===== config.mk =====
export PLATFORM = sky130hd
export DESIGN_NAME = write_channel_axi
export DESIGN_NICKNAME = d
export VERILOG_FILES = /design/src/rtl/write_channel_axi.sv
export SDC_FILE = /design/constraint.sdc
export NUM_CORES = 1
export LEC_CHECK = 0
export ABC_AREA = 1
export CORE_MARGIN = 2
export CORE_UTILIZATION = 47
export DETAILED_ROUTE_END_ITERATION = 12
export PLACE_DENSITY = 0.8
export SYNTH_ARGS = -nofsm -noshare
export SYNTH_HDL_FRONTEND = slang
export SYNTH_SLANG_ARGS = --single-unit
export TNS_END_PERCENT = 10

===== constraint.sdc =====
create_clock -name clk -period 1.7 [get_ports clk]
set_input_delay 0.34 -clock clk [delete_from_list [all_inputs] [get_ports clk]]
set_output_delay 0.34 -clock clk [all_outputs]
set_load 0.01 [all_outputs]

===== src/rtl/write_channel_axi.sv =====
// Cache write-back channel: latches one dirty line and its address, then writes
// it to memory as a single AXI4 INCR burst, replaying the burst on an error response.
module write_channel_axi #(
  parameter int FE_ADDR_W  = 32,
  parameter int FE_DATA_W  = 32,
  parameter int WORD_OFF_W = 3,
  parameter int BE_ADDR_W  = FE_ADDR_W,
  parameter int BE_DATA_W  = FE_DATA_W,
  parameter int BE_NBYTES  = BE_DATA_W / 8,
  parameter int BE_BYTE_W  = $clog2(BE_NBYTES),
  parameter int LINE2MEM_W = WORD_OFF_W - $clog2(BE_DATA_W / FE_DATA_W),
  parameter int LINE_W     = BE_DATA_W * (2 ** LINE2MEM_W),
  parameter int AXI_ID_W   = 1,
  parameter int AXI_ID     = 0
) (
  input  logic                                      clk,
  input  logic                                      reset,
  input  logic                                      write_valid,
  input  logic [FE_ADDR_W-BE_BYTE_W-LINE2MEM_W-1:0] write_addr,
  input  logic [LINE_W-1:0]                         write_wdata,
  output logic                                      write_ready,
  output logic                                      axi_awvalid,
  input  logic                                      axi_awready,
  output logic [BE_ADDR_W-1:0]                      axi_awaddr,
  output logic [7:0]                                axi_awlen,
  output logic [2:0]                                axi_awsize,
  output logic [1:0]                                axi_awburst,
  output logic                                      axi_awlock,
  output logic [3:0]                                axi_awcache,
  output logic [2:0]                                axi_awprot,
  output logic [3:0]                                axi_awqos,
  output logic [AXI_ID_W-1:0]                       axi_awid,
  output logic                                      axi_wvalid,
  input  logic                                      axi_wready,
  output logic [BE_DATA_W-1:0]                      axi_wdata,
  output logic [BE_NBYTES-1:0]                      axi_wstrb,
  output logic                                      axi_wlast,
  input  logic                                      axi_bvalid,
  input  logic [1:0]                                axi_bresp,
  input  logic [AXI_ID_W-1:0]                       axi_bid,
  output logic                                      axi_bready
);

  localparam int NBEATS    = 2 ** LINE2MEM_W;
  localparam int CNT_W     = (LINE2MEM_W > 0) ? LINE2MEM_W : 1;
  localparam int ADDR_IN_W = FE_ADDR_W - BE_BYTE_W - LINE2MEM_W;
  localparam int OFF_W     = LINE2MEM_W + BE_BYTE_W;
  localparam logic [CNT_W-1:0] CNT_LAST = CNT_W'(NBEATS - 1);

  typedef enum logic [1:0] {
    IDLE = 2'd0,
    ADDR = 2'd1,
    DATA = 2'd2,
    RESP = 2'd3
  } state_e;

  state_e                             state_q, state_d;
  logic [CNT_W-1:0]                   cnt_q, cnt_d;
  logic [ADDR_IN_W-1:0]               addr_q, addr_d;
  logic [NBEATS-1:0][BE_DATA_W-1:0]   line_q, line_d;
  logic write_ready_q, write_ready_d;
  logic awvalid_q, awvalid_d;
  logic wvalid_q, wvalid_d;
  logic wlast_q, wlast_d;
  logic bready_q, bready_d;

  logic unused_bid;
  assign unused_bid = ^axi_bid;

  // Next-state, beat counter, line buffer and next-cycle control outputs
  always_comb begin
    state_d = state_q;
    cnt_d   = cnt_q;
    addr_d  = addr_q;
    line_d  = line_q;
    case (state_q)
      IDLE: begin
        if (write_valid) begin
          addr_d  = write_addr;
          line_d  = write_wdata;
          state_d = ADDR;
        end else begin
          state_d = IDLE;
        end
      end
      ADDR: begin
        if (axi_awready) begin
          cnt_d   = '0;
          state_d = DATA;
        end else begin
          state_d = ADDR;
        end
      end
      DATA: begin
        if (axi_wready) begin
          if (cnt_q == CNT_LAST) begin
            state_d = RESP;
          end else begin
            // a single-beat line keeps its counter pinned at zero
            cnt_d = (LINE2MEM_W > 0) ? cnt_q + CNT_W'(1) : '0;
          end
        end else begin
          state_d = DATA;
        end
      end
      RESP: begin
        if (axi_bvalid) begin
          state_d = (axi_bresp == 2'b00) ? IDLE : ADDR;
        end else begin
          state_d = RESP;
        end
      end
      default: begin
        state_d = IDLE;
      end
    endcase

    write_ready_d = (state_d == IDLE);
    awvalid_d     = (state_d == ADDR);
    wvalid_d      = (state_d == DATA);
    wlast_d       = (state_d == DATA) && (cnt_d == CNT_LAST);
    bready_d      = (state_d == RESP);
  end

  // State, datapath and registered control outputs with synchronous reset
  always_ff @(posedge clk) begin
    if (!reset) begin
      state_q       <= IDLE;
      cnt_q         <= '0;
      addr_q        <= '0;
      line_q        <= '0;
      write_ready_q <= 1'b1;
      awvalid_q     <= 1'b0;
      wvalid_q      <= 1'b0;
      wlast_q       <= 1'b0;
      bready_q      <= 1'b0;
    end else begin
      state_q       <= state_d;
      cnt_q         <= cnt_d;
      addr_q        <= addr_d;
      line_q        <= line_d;
      write_ready_q <= write_ready_d;
      awvalid_q     <= awvalid_d;
      wvalid_q      <= wvalid_d;
      wlast_q       <= wlast_d;
      bready_q      <= bready_d;
    end
  end

  assign write_ready = write_ready_q;
  assign axi_awvalid = awvalid_q;
  assign axi_wvalid  = wvalid_q;
  assign axi_wlast   = wlast_q;
  assign axi_bready  = bready_q;
  assign axi_wdata   = line_q[cnt_q];

  assign axi_awaddr  = BE_ADDR_W'(addr_q) << OFF_W;
  assign axi_awlen   = 8'(NBEATS - 1);
  assign axi_awsize  = 3'(BE_BYTE_W);
  assign axi_awburst = (LINE2MEM_W > 0) ? 2'b01 : 2'b00;
  assign axi_awlock  = 1'b0;
  assign axi_awcache = 4'b0011;
  assign axi_awprot  = 3'b000;
  assign axi_awqos   = 4'b0000;
  assign axi_awid    = AXI_ID_W'(AXI_ID);
  assign axi_wstrb   = {BE_NBYTES{1'b1}};

endmodule


==> flow_summary.toml <==
[clocking]
clock_latency_ns = 0.55
cts_made_buffers = 30
clk_root_buffer_cell = "clkbuf_16"
clk_pin_slew_ns = 0.06
cts_tree = "yes"
cts_htree_levels = 1
post_cts_hold_buffer_count = 0
cts_sinks = 293
clockBufferDepth = 3

[routing]
dr.max_layer_used = "met4"
drtPass1Iterations = 6
met2_length_mm = 19.8
vias_per_cell = 5.34
dr_wl_met3_mm = 4.43
met1Wirelength_mm = 18.1
drt-wirelength-per-cell_um = 17.3
drt-initial-drc-count = 1271
drt_wl_total_mm = 44.3
vias = 13697
ant_nets = 0
post-route-drc-count = 0

[global_route]
grt_pass1_vias = 12755
grt_usage = 0.298
grt_overflow = 0
grt_antenna_before_repair = 4
grt_pass1_wl_mm = 67.1
grt_max_degree = 80

[worst_setup_path]
crit_type = "flop to primary output"
reg2reg_slack_ns = 0
rr_worst_depth = 12
worst-path-max-fanout = 6
end_kind = "primary output"
crit_arrival_ns = 2.06
reg2reg_from = "cnt_q[0]"
worst_ep_required_time_ns = 1.36
r2r_end = "axi_wlast"
cp-start-kind = "flop"

[finish]
fin_nets = 2496
final_cell_area_um2 = 18700
layout-drive-gt1-share = 0.122
final_cell_mix = "nor2_1 (726), o21ai_0 (320), dfxtp_1 (290), clkdlybuf4s50_1 (289), o21ai_1 (116)"
postLayoutCoreUtil = 0.701
final_cells = 2567
fill_cells = 2127
final_common_cell = "nor2_1"
area_delta_synth_final_pct = 47.6

[synthesis]
synth-seq-cells = 293
synthDominantCellAreaShare = 0.462
ys_seq_area_frac = 0.462
syn-instance-count = 1872
avgSynthCellArea_um2 = 6.78
synth_area_leaders = "dfxtp_1 (46%), nor2_1 (23%), o21ai_0 (15%)"
netlist_area_um2 = 12700
synth_top_area_cell = "dfxtp_1"
synth_cell_types = 19
ys_warn_count = 0

[sta]
max_freq_mhz = 416
fin_crit_sh = 1.41
hold_violations = 0
drv_slew = 0
grt_setup_unrepaired = "true"
fin_crit_ns = 2.40
clock_skew_ns = 0.00762
worst_slack_ns = -0.705
setup_viol_count_final = 32

[status]
violations = "setup timing"
status = "complete, but fails checks"

[placed_design]
place_inst = 2478
portBuffers = 354
placed_area_um2 = 16700
hpwlAfterDp_mm = 28.4
gp_congestion = 1.00

[die]
boundaryPins = 391
coreArea_um2 = 26700
initial_utilization = 0.475
die_width_um = 168
die_area_um2 = 28400
num_rows = 60
die_h_um = 168

[hold_path]
min_path_type = "input pin to flop"
whs_path_depth = 3
worstHoldStart = "reset"
holdPathEnd = "addr_q[11]"

[power]
power_leakage_nw = 8.04
p_per_area_nw_per_um2 = 954
vdd_drop_max_mv = 0.880

[flow_run]
cap_violations = 0
## kinds of logic after synthesis
group,share of synthesized area
adder cells (fa/ha/maj),0.00591
AO/OA/AOI/OAI,0.188
buffers and inverters,0.0760
other,0.000591
flip-flops,0.462
AND/OR/NAND/NOR,0.267
## how the worst max path moves through the flow
| stage | slack, ns | to | from |
|---|---|---|---|
| detailed placement | -0.50 | axi_wdata[27] | cnt_q[0] |
| CTS | -0.63 | axi_wdata[26] | cnt_q[0] |
| floorplan | 0.26 | axi_wdata[22] | cnt_q[1] |
| global route | -0.80 | axi_wdata[30] | cnt_q[0] |
| global placement | -0.49 | axi_wdata[11] | cnt_q[0] |
| finish | -0.70 | axi_wdata[30] | cnt_q[0] |
## cells in the mapped netlist
cell type,number
and3_1,1
ha_1,6
buf_1,6
nand4_1,2
dfxtp_1,293
a21oi_1,3
conb_1,2
buf_2,66
inv_1,15
o21ai_1,97
nand2_1,123
buf_4,41
inv_2,1
and2_1,1
nor2_1,764
or2_2,1
o21ai_0,378
nand3_1,7
clkbuf_1,65
## layout make-up
type	instances	area, µm²	area share
antenna	4	10.0	0.000534
clock buffer	41	905	0.0483
clock inverter	15	155	0.00828
inverter	16	83.8	0.00447
multi-input combinational	1418	6370	0.340
sequential	293	5870	0.313
tap	341	427	0.0228
timing repair buffer	437	4900	0.262
timing repair inverter	2	22.5	0.00120
## critical path: stages (launching register included)
cell and delay [ns]:
dfxtp_4 0.37, buf_12 0.15, buf_12 0.14, buf_16 0.14
nor2_2 0.08, nor2_1 0.04, o21ai_1 0.10, o21ai_1 0.13
nand2_1 0.13, nand2_1 0.09, buf_2 0.15
## where the power goes
part           internal, W  switching [W]  total, W
Sequential         0.00750       0.000382   0.00788
Clock              0.00417        0.00277   0.00694
Combinational      0.00151        0.00155   0.00306
Total               0.0132        0.00470    0.0179
## flip-flops by register name, indices dropped and copies added (netlist names)
signal       cells
addr_q          27
axi_awvalid      1
axi_bready       1
axi_wlast        1
axi_wvalid       1
cnt_q            3
line_q         256
state_q          2
write_ready      1
## stage by stage
stage	setup slack [ns]	power, W	hold WS, ns	setup TNS, ns
2_1_floorplan	0.261	0.00946	0.450	0
3_3_place_gp	-0.492	0.0109	0.457	-22.93
3_5_place_dp	-0.501	0.0109	0.467	-28.35
4_1_cts	-0.625	0.0179	0.132	-18.32
5_1_grt	-0.801	0.0186	0.158	-21.53
6_report	-0.705	0.0179	0.151	-18.26
## metal layers
layer / up-vias / GRT usage
li1: 6608 / -
met1: 6229 / 0.389
met2: 730 / 0.479
met3: 130 / 0.0649
met4: 0 / 0.125
met5: - / 0
## what timing repair did
action / 4_1_cts / 5_1_grt
gates cloned: 18 / 2
setup buffers: 12 / 2
gates resized for setup: 318 / 61
setup endpoints to repair: 64 / 59
pin swaps: 44 / 23
Power figures use the tool's default switching activity.
